$ cat config.mk
export PLATFORM = sky130hd
export DESIGN_NAME = gray_decoder
export DESIGN_NICKNAME = d
export VERILOG_FILES = /design/src/rtl/gray_decoder.sv
export SDC_FILE = /design/constraint.sdc
export NUM_CORES = 1
export LEC_CHECK = 0
export BUFFER_PORTS_ARGS = -buffer_cell sky130_fd_sc_hd__buf_2
export CORE_MARGIN = 3
export CORE_UTILIZATION = 45
export DETAILED_ROUTE_END_ITERATION = 8
export MAX_ROUTING_LAYER = met4
export PLACE_DENSITY_LB_ADDON = 0.25
export SLEW_MARGIN = 25
export SYNTH_ARGS = -nofsm -noshare
export SYNTH_HDL_FRONTEND = slang
export SYNTH_SLANG_ARGS = --single-unit
$ cat constraint.sdc
create_clock -name Clk -period 5.4 [get_ports Clk]
set_clock_uncertainty 0.05 [all_clocks]
set_input_delay 0 -clock Clk [delete_from_list [all_inputs] [get_ports Clk]]
set_output_delay 0 -clock Clk [all_outputs]
set_load 0.01 [all_outputs]
$ cat src/rtl/gray_decoder.sv
// Gray-code receiver: decodes a sampled gray word to binary and classifies each
// new sample against the previous one as hold, +1, -1 (with wrap flags) or an illegal jump.
module gray_decoder #(
    parameter int WIDTH = 3
) (
    input  logic             Clk,
    input  logic             Reset,
    input  logic             En,
    input  logic [WIDTH-1:0] Gray,
    output logic [WIDTH-1:0] Output,
    output logic             Valid,
    output logic             Up,
    output logic             Down,
    output logic             Overflow,
    output logic             Underflow,
    output logic             Error
);

    typedef enum logic [1:0] {
        IDLE  = 2'd0,
        TRACK = 2'd1,
        FAULT = 2'd2
    } state_t;

    localparam logic [WIDTH-1:0] STEP_FWD = WIDTH'(1);
    localparam logic [WIDTH-1:0] STEP_BWD = '1;
    localparam logic [WIDTH-1:0] CODE_TOP = '1;
    localparam logic [WIDTH-1:0] CODE_BOT = '0;

    function automatic logic [WIDTH-1:0] gray2bin(input logic [WIDTH-1:0] g);
        logic [WIDTH-1:0] b;
        b[WIDTH-1] = g[WIDTH-1];
        for (int i = WIDTH - 2; i >= 0; i--) begin
            b[i] = b[i+1] ^ g[i];
        end
        return b;
    endfunction

    state_t           state, state_nxt;
    logic [WIDTH-1:0] bin;
    logic [WIDTH-1:0] delta;
    logic [WIDTH-1:0] out_p0, out_nxt;
    logic             vld_p0, vld_nxt;
    logic             up_p0, up_nxt;
    logic             down_p0, down_nxt;
    logic             ovf_p0, ovf_nxt;
    logic             unf_p0, unf_nxt;
    logic             err_p0, err_nxt;

    assign bin   = gray2bin(Gray);
    // Modulo-2^WIDTH distance from the last accepted position.
    assign delta = bin - out_p0;

    // Sampling edge: everything visible on the outputs is registered here.
    always_ff @(posedge Clk or posedge Reset) begin
        if (Reset) begin
            state   <= IDLE;
            out_p0  <= '0;
            vld_p0  <= 1'b0;
            up_p0   <= 1'b0;
            down_p0 <= 1'b0;
            ovf_p0  <= 1'b0;
            unf_p0  <= 1'b0;
            err_p0  <= 1'b0;
        end else begin
            state   <= state_nxt;
            out_p0  <= out_nxt;
            vld_p0  <= vld_nxt;
            up_p0   <= up_nxt;
            down_p0 <= down_nxt;
            ovf_p0  <= ovf_nxt;
            unf_p0  <= unf_nxt;
            err_p0  <= err_nxt;
        end
    end

    always_comb begin
        state_nxt = state;
        if (En) begin
            case (state)
                IDLE:    state_nxt = TRACK;
                TRACK:   if (delta != CODE_BOT && delta != STEP_FWD && delta != STEP_BWD)
                             state_nxt = FAULT;
                FAULT:   state_nxt = FAULT;
                default: state_nxt = IDLE;
            endcase
        end
    end

    always_comb begin
        out_nxt  = out_p0;
        vld_nxt  = vld_p0;
        up_nxt   = 1'b0;
        down_nxt = 1'b0;
        ovf_nxt  = ovf_p0;
        unf_nxt  = unf_p0;
        err_nxt  = err_p0;
        if (En) begin
            case (state)
                IDLE: begin
                    out_nxt = bin;
                    vld_nxt = 1'b1;
                end
                TRACK: begin
                    if (delta == STEP_FWD) begin
                        out_nxt = bin;
                        up_nxt  = 1'b1;
                        if (out_p0 == CODE_TOP) ovf_nxt = 1'b1;
                    end else if (delta == STEP_BWD) begin
                        out_nxt  = bin;
                        down_nxt = 1'b1;
                        if (out_p0 == CODE_BOT) unf_nxt = 1'b1;
                    end else if (delta != CODE_BOT) begin
                        out_nxt = bin;
                        err_nxt = 1'b1;
                    end
                end
                FAULT: out_nxt = bin;
                default: ;
            endcase
        end
    end

    assign Output    = out_p0;
    assign Valid     = vld_p0;
    assign Up        = up_p0;
    assign Down      = down_p0;
    assign Overflow  = ovf_p0;
    assign Underflow = unf_p0;
    assign Error     = err_p0;

endmodule

### After elaboration in Yosys (flattened, before gate mapping)

Cells that the tools add are included.

* flip-flop bits (word level): 11
* input bits: 6
* output and inout port bits: 9
* logic and storage cells: 48

* $add $sub $neg: 1
* eq/ne operators: 9
* muxes and demuxes: 13
* bitwise logic cells: 4
* reductions and logical operators: 13

Operators with widths (count)
* 5-bit AND reduction: 2
* 3-bit two-way mux: 3
* 1-bit two-way mux: 7
* 3-bit equality test (second input constant): 2
* 2-bit case mux with 3 select lines: 1
* 3-bit case mux with 2 select lines: 1
* 4-bit != test (second input constant): 1
* 2-bit AND reduction: 2
* 4-bit AND reduction: 1
* 3-bit by 1-bit equality test with 1-bit output (second input constant): 1
* 3-bit logical NOT: 1
* 3-bit by 1-bit != test with 1-bit output (second input constant): 1
* 3-bit != test (second input constant): 1
* 3-bit AND reduction: 1
* 3-bit nonzero test: 1
* 3-bit subtractor: 1
* 2-bit by 1-bit equality test with 1-bit output (second input constant): 1
* 2-bit equality test (second input constant): 1
* 1-bit logical AND: 2
* 2-bit logical NOT: 1
* 2-bit two-way mux: 1
* 2-bit != test (second input constant): 1
* 1-bit inverter: 2
* 2-bit nonzero test: 1
* 2 further kinds: 3

### Longest topological paths before layout

Gate-level depths: netlist of the first run.

* word-level depth: 8
* gate-level depth with buffers: 9
* mapped depth without buffers: 9

### Worst setup path after synthesis of the first run

OpenSTA, ideal clock, no wires.

* kind: in2reg
* from: input Gray[1]
* to: register state[0]
* library setup time: 0.125 ns
* arrival time: 2.042 ns
* data required time: 5.225 ns
* setup slack: 3.183 ns
* stages on the path: 9
* path buffers: 0
* cell sequence: xor2_1 xnor2_1 ha_1 inv_1 fa_1 xor3_2 nor4bb_1 a211o_2 mux2_4

* cells in the longest elaborated chain, start to end: 8
* elaborated cells between the ends (all ways): 10
* those cells by class: add/sub: 1; eq/ne: 3; bitwise: 2; reduce/logical: 4

Ends and longest elaborated chain
* from (decl): RTL line 9 `input logic [WIDTH-1:0] Gray,`
* 1-bit XOR (*): RTL line 34 `b[i] = b[i+1] ^ g[i];`
* 1-bit XOR: RTL line 34
* 3-bit subtractor (*): RTL line 52 `assign delta = bin - out_p0;`
* 3-bit by 1-bit != test with 1-bit output or 3-bit nonzero test (tied branches): RTL line 82 `TRACK: if (delta != CODE_BOT && delta != STEP_FWD && delta != STEP_BWD)`
* 1-bit logical AND: RTL line 82
* 1-bit logical AND (*): RTL line 82
* 2-bit != test (no source line) (*)
* 2-bit AND reduction (no source line) (*)
* to (signal assigned): RTL line 66 `state <= state_nxt;`
* to (decl): RTL line 39 `state_t state, state_nxt;`

Every way passes the cells marked *; elsewhere a longest branch is shown, timed or not.
A chain may end at the register's enable or synchronous reset.

### Final worst setup path of the first run

* from: input Gray[2]
* to: register out_p0[2] (netlist: Output[2])

* cells in the longest elaborated chain, start to end: 7
* elaborated cells between the ends (all ways): 12
* those cells by class: add/sub: 1; eq/ne: 3; mux: 4; bitwise: 2; reduce/logical: 2

Ends and longest elaborated chain
* 1-bit XOR (*): RTL line 34
* named net bin[1]: RTL line 40 `logic [WIDTH-1:0] bin;`
* 1-bit XOR: RTL line 34
* 3-bit subtractor (*): RTL line 52
* 3-bit equality test: RTL line 109 `end else if (delta == STEP_BWD) begin`
* 3-bit two-way mux: RTL line 109
* 3-bit two-way mux: RTL line 105 `if (delta == STEP_FWD) begin`
* 3-bit case mux with 2 select lines: RTL line 99 `case (state)`
* to (signal assigned): RTL line 67 `out_p0 <= out_nxt;`
* to (decl): RTL line 42 `logic [WIDTH-1:0] out_p0, out_nxt;`

The timed path passes the listed nets; every way through them passes the cells marked *. The select of a mux whose other input is x is not followed.

==> metrics.md, run 1 <==
| Metric | Value |
|---|---|
| Status | `finished, final reports clean` |
| Register Area | `275 um2` |
| Syn Nets | `63` |
| Fin Setup TNS | `0 ns` |
| Clk_lat worst skew | `0.27 ns` |
| Rel. slew slack | `0.720` |
| Final ANT Viol Nets | `0` |
| Worst path cell trace | `dlygate4sd3_1 > buf_2 > xor2_1 > xnor2_1 > ha_1 > inv_1 > fa_1 > nor2b_1 > a311o_1 > mux2_1` |
| RSZ-0062 raised after global routing | `false` |
| Slowest CP cell | `fa_1` |
| Ports | `15` |
| Layout Cells excl Fill | `86` |
| Initial Util | `0.519` |
| Routed wire per std cell | `12.9 um` |
| Crit path largest cell delay | `0.63 ns` |
| Max Cap Viol | `0` |
| Top delay family on crit path | `adder cells` |
| Final hold vios | `0` |
| GP Congestion | `0.743` |
| CTS sink cnt | `11` |
| Synth Warn # | `0` |
| H-tree levels | `1` |
| DIE AREA | `0.00185 mm2` |
| Chip width | `43.0 um` |
| Most common cell after layout, fill and taps aside | `buf_2` |
| DP Cell Count | `79` |
| Initial antenna violation count | `0` |
| Drt drc | `0` |
| Crit path buf inv count | `3` |
| First-pass GRT wire length | `1940 um` |
| CTS tree | `done` |
| Critical path peak fanout | `8` |
| Worst Setup Path Type | `in -> reg` |
| Post-Syn Instances | `51` |
| Met1 GRT Util | `0.169` |
| Share of cells above drive strength 1 | `0.306` |
| DPL Wire Length | `848 um` |
| Power density cells | `496 mW/mm2` |
| Final min period | `2.87 ns` |
| Seq/Total Area, Yosys | `0.447` |
| Final setup viols | `0` |
| Tot GR Track Use | `0.148` |
| Nets | `85` |
| CP Depth | `10` |
| Core Box Area | `0.00119 mm2` |
| Met3 usage | `0.0847` |
| PortBufs | `14` |
| CTS clk-pin slew, worst paths | `0.07 ns` |
| GR peak layer | `met2` |
| Part of the cycle the worst path needs | `0.531` |
| Worst r2r path cells | `6` |
| Grt met2 use | `0.219` |
| Largest net degree at the start of global routing | `12` |
| Root buffer cell | `clkbuf_4` |
| Pleak | `0.397 nW` |
| Hold Crit Depth | `3` |
| Avg Cell Area, Syn | `12.1 um2` |
| Seq cells post-synth | `11` |
| Vias per cell | `5.19` |
| Post-Place Setup Slack | `2.82 ns` |
| Clock buffer depth | `2` |
| Slew at the pin closest to its max-slew limit | `0.420 ns` |
| Worst setup EP type | `register` |
| ANT cells | `0` |
| Cell area after synthesis | `616 um2` |
| Peak Freq | `349 MHz` |
| Rows | `12` |
| Fill count | `104` |
| Post-synth cell types | `26` |
| Remaining global-route overflow | `0` |
| Multi-input gate area | `318 um2` |
| Number of CTS-inserted buffers | `3` |
| Pins Over Slew Limit | `0` |
| Min-Delay Path Class | `in -> reg` |
| Total number of vias | `446` |
| Worst vdd ir | `0.271 mV` |
| Startpoint types | `input pin` |
| # resized after CTS | `0` |
| Post-Route WL | `1110 um` |
| Drt first pass iters | `3` |
| Area growth, synth to finish | `23.4%` |
| Data required, critical path | `5.50 ns` |
| Most frequent cells in the layout | `buf_2, dfrtp_1, inv_1` |
| Final hold slack | `0.0297 ns` |
| Initial drt markers | `17` |
| Number of global-route vias before repair | `463` |
| Crit path DAT | `2.96 ns` |
| Die Y | `43.0 um` |
| Final worst slack | `2.53 ns` |
==> final timing paths <==
check,start,endpoint,slack (ns)
max in group asynchronous,Reset,Valid,4.80
setup reg to reg,Output[0],Output[2],3.10
hold / removal,Gray[0],Output[0],0.03
hold reg to reg,Valid,Valid,0.40
min in group asynchronous,Reset,Up,0.21
setup / recovery,Gray[2],Output[2],2.53
==> final cells by class <==
class,count,area share
inverter,6,0.0297
tap,14,0.0231
timing repair buffer,17,0.132
sequential,11,0.362
multi-input combinational,34,0.418
clock buffer,4,0.0346
==> per-layer routing <==
| layer | share of wire | routed length [um] | vias to the layer above |
|---|---|---|---|
| met1 | 0.43 | 477 | 213 |
| met4 | 0.0099 | 11 | 0 |
| met2 | 0.49 | 540 | 10 |
| met3 | 0.071 | 79 | 2 |
| li1 | - | - | 221 |
| met5 | 0 | 0 | - |
==> where the power goes <==
| group | switching [mW] | internal (mW) | total, mW |
|---|---|---|---|
| clock network | 0.0265 | 0.0286 | 0.0551 |
| logic | 0.0961 | 0.0964 | 0.193 |
| registers | 0.0220 | 0.107 | 0.129 |
| total | 0.145 | 0.232 | 0.377 |
==> sequential cells by signal, summed over array words and instances, names as in the netlist <==
name       flops
Overflow       1
Up             1
state          2
Down           1
Error          1
Valid          1
Output         3
Underflow      1
==> cell families after synthesis <==
logic type | count (synthesis) | share of synthesized area
flops | 11 | 0.447
simple gates | 12 | 0.112
compound gates | 8 | 0.104
mux | 4 | 0.0833
xor+xnor | 4 | 0.0833
buf+inv | 6 | 0.0366
fa+ha+maj | 6 | 0.134
==> cell usage after synthesis <==
library cell | instances | share of area
a311o_1 | 1 | 0.016
nor3_1 | 1 | 0.0081
inv_1 | 6 | 0.037
mux2_4 | 2 | 0.049
mux2i_1 | 1 | 0.016
and4b_1 | 1 | 0.016
mux2_1 | 1 | 0.018
nor2_1 | 3 | 0.018
xnor2_1 | 2 | 0.028
a21o_1 | 1 | 0.012
nand2b_1 | 1 | 0.010
o21bai_1 | 1 | 0.012
nand2_1 | 3 | 0.018
nor2b_1 | 1 | 0.010
fa_1 | 1 | 0.033
a31o_2 | 1 | 0.014
nor4b_1 | 1 | 0.014
o21ai_1 | 1 | 0.0081
xor2_1 | 1 | 0.014
ha_1 | 5 | 0.10
a21oi_1 | 1 | 0.0081
xor3_2 | 1 | 0.041
a211o_2 | 1 | 0.016
a41o_1 | 1 | 0.016
dfrtp_1 | 11 | 0.45
nor4bb_1 | 1 | 0.016
==> through the flow <==
stage	power, mW	instance area, um2	util
6_report	0.377	759	0.640
4_1_cts	0.382	759	0.640
5_1_grt	0.414	759	0.640
2_1_floorplan	0.271	616	-
3_3_place_gp	0.318	703	0.593
3_5_place_dp	0.320	703	0.593
==> worst reg2reg max path: cells and delay by family, from the launching register on <==
kind,cells,cell delay (ns)
AOI/OAI and AO/OA,1,0.43
adders and majority gates,2,0.80
buffers and inverters,1,0.05
DFF,1,0.41
muxes,1,0.34
and+or+nand+nor,1,0.10
==> repair_timing <==
action,4_1_cts,5_1_grt
setup buffers,0,0
hold buffers,3,0
hold endpoints to repair,14,0
Note: power is estimated with default switching activity, not from simulation.
==> run 2, diff against run 1 <==
==> constraint.sdc (replaced) <==
create_clock -name Clk -period 2.5 [get_ports Clk]
set_clock_uncertainty 0.05 [all_clocks]
set_input_delay 0 -clock Clk [delete_from_list [all_inputs] [get_ports Clk]]
set_output_delay 0 -clock Clk [all_outputs]
set_load 0.01 [all_outputs]
==> run 2 against run 1 <==
Effect of this change: clock power is 110% higher; worst setup slack worse by 2.4 ns; sequential share of layout area shrank 1.4 points; flip-flop and latch count unchanged; first-iteration DRC count down 71%; critical path depth fell by 3; wire length rose by 0.81%; critical path type is now reg -> reg; critical endpoint is now state[0].
==> metrics.md, run 2 (synthesized netlist as in run 1, its figures left out) <==
| Metric | Value |
|---|---|
| Status | `finished, final reports clean` |
| ANT cells | `0 (unchanged)` |
| RSZ-0062 raised after global routing | `false` |
| Final min period | `2.32 ns` |
| Area growth, synth to finish | `28.3%` |
| Slowest CP cell | `dfrtp_1` |
| Post-Place Setup Slack | `0.100 ns (-2.72 ns)` |
| Max Cap Viol | `0 (unchanged)` |
| Most common cell after layout, fill and taps aside | `buf_2` |
| Vias per cell | `5.02 (-3.2%)` |
| Part of the cycle the worst path needs | `0.927` |
| Fin Setup TNS | `0 ns (unchanged)` |
| First-pass GRT wire length | `1930 um (-0.67%)` |
| Core Box Area | `0.00119 mm2 (unchanged)` |
| Tot GR Track Use | `0.140 (-0.00782)` |
| Crit path largest cell delay | `0.42 ns (-0.21 ns)` |
| Initial drt markers | `5 (-12)` |
| CTS clk-pin slew, worst paths | `0.07 ns (about the same)` |
| Placed cell area | `733 um2 (+4.3%)` |
| GP Congestion | `0.723 (-2.7%)` |
| Final instance area | `790 um2 (+4.0%)` |
| Worst setup EP type | `register` |
| Min-Delay Path Class | `in -> reg` |
| Total number of vias | `452 (+1.3%)` |
| Power density cells | `1090 mW/mm2 (+120%)` |
| Max FFs per register | `3 (unchanged)` |
| Final setup viols | `0 (unchanged)` |
| Number of CTS-inserted buffers | `3 (unchanged)` |
| Chip width | `43.0 um (unchanged)` |
| Pins Over Slew Limit | `0 (unchanged)` |
| DPL Wire Length | `900 um (+6.1%)` |
| Power, Total | `859 uW (+130%)` |
| CTS sink cnt | `11 (unchanged)` |
| DIE AREA | `0.00185 mm2 (unchanged)` |
| Initial Util | `0.519 (unchanged)` |
| Crit path DAT | `2.41 ns (-0.55 ns)` |
| Final ANT Viol Nets | `0 (unchanged)` |
| Rel. slew slack | `0.722 (+0.00156)` |
| Slew at the pin closest to its max-slew limit | `0.417 ns (-0.00234 ns)` |
| PortBufs | `14 (unchanged)` |
| Largest net degree at the start of global routing | `12 (unchanged)` |
| Post-layout util | `0.666 (+0.0253)` |
| Number of global-route vias before repair | `441 (-4.8%)` |
| Final hold vios | `0 (unchanged)` |
| Startpoint types | `register` |
| Crit path buf inv count | `1 (-2)` |
| Nets | `89 (+4.7%)` |
| Worst Setup Path Type | `reg -> reg` |
| Final worst slack | `0.182 ns (-2.35 ns)` |
| Peak Freq | `431 MHz` |
| Ports | `15 (unchanged)` |
| CTS tree | `done` |
| Share of cells above drive strength 1 | `0.342 (+0.0365)` |
| Clk_lat worst skew | `0.26 ns (about the same)` |
| Die Y | `43.0 um (unchanged)` |
| Most frequent cells in the layout | `buf_2, dfrtp_1, inv_1` |
| Drt drc | `0 (unchanged)` |
| Drt first pass iters | `4 (+1)` |
| Root buffer cell | `clkbuf_4` |
| Critical path peak fanout | `5 (-3)` |
| Worst path cell trace | `ha_1 > inv_1 > fa_1 > xor3_2 > nor4bb_1 > a211o_2 > mux2_4` |
| Worst vdd ir | `0.566 mV (+110%)` |
| DP Cell Count | `83 (+5.1%)` |
| Data required, critical path | `2.59 ns (-2.91 ns)` |
| Layout Cells excl Fill | `90 (+4.7%)` |
| Routed wire per std cell | `12.4 um (-3.7%)` |
| H-tree levels | `1 (unchanged)` |
| Top delay family on crit path | `adder cells` |
| Pleak | `0.416 nW (+4.8%)` |
| Rows | `12 (unchanged)` |
| Clock buffer depth | `2 (unchanged)` |
| Initial antenna violation count | `0 (unchanged)` |
| Buffer count from post-CTS setup fixing | `0 (unchanged)` |
| Final hold slack | `0.0490 ns (+0.0193 ns)` |
| Remaining global-route overflow | `0 (unchanged)` |
| Post-Route WL | `1120 um (+0.81%)` |
## run 2: cell types whose count changed in the layout (fill, tap and decap cells not counted), sizes merged
| cell | previous run | this run |
|---|---|---|
| buf | 14 | 18 |
## run 2: cell type report
type | count | area (um2)
fillers | 91 | 397
well taps | 14 | 17.5
clock buffers | 4 | 26.3
inverters | 6 | 22.5
multi-input cells | 34 | 318
flip-flops and latches | 11 | 275
repair buffers | 21 | 130
## run 2: per-layer routing
layer	GRT usage	routed length, um
met3	0.0381	50
met5	-	0
met1	0.167	522
met4	0.0181	0
met2	0.243	544
## run 2: worst register-to-register path, cell delays in order (launching register included)
cell and delay [ns]:
dfrtp_1 0.42, ha_1 0.17, inv_1 0.05, fa_1 0.41, xor3_2 0.30, nor4bb_1 0.32, a211o_2 0.19, mux2_4 0.30
## run 2: final timing paths
| path | startpoint | endpoint | slack (ns) | depth (start not counted) |
|---|---|---|---|---|
| worst min-delay path | Gray[0] | Output[0] | 0.05 | 3 |
| worst max-delay path | Output[0] | state[0] | 0.18 | 7 |
| min in group asynchronous | Reset | Valid | 0.22 | 3 |
| max in group asynchronous | Reset | Error | 1.88 | 3 |
| worst max register to register | Output[0] | state[0] | 0.18 | 7 |
| worst min register to register | Underflow | Underflow | 0.41 | 1 |
## run 2: repair_timing
item | in CTS | in global routing
resized for setup | 0 | 0
hold endpoints to repair | 13 | 0
endpoints found under the setup margin | 0 | 0
hold buffers | 3 | 0
## run 2: report_power, final
| group | switching [mW] | leakage [nW] | internal [mW] |
|---|---|---|---|
| Combinational | 0.219 | 0.268 | 0.243 |
| Sequential | 0.0490 | 0.133 | 0.231 |
| Clock | 0.0551 | 0.0150 | 0.0615 |
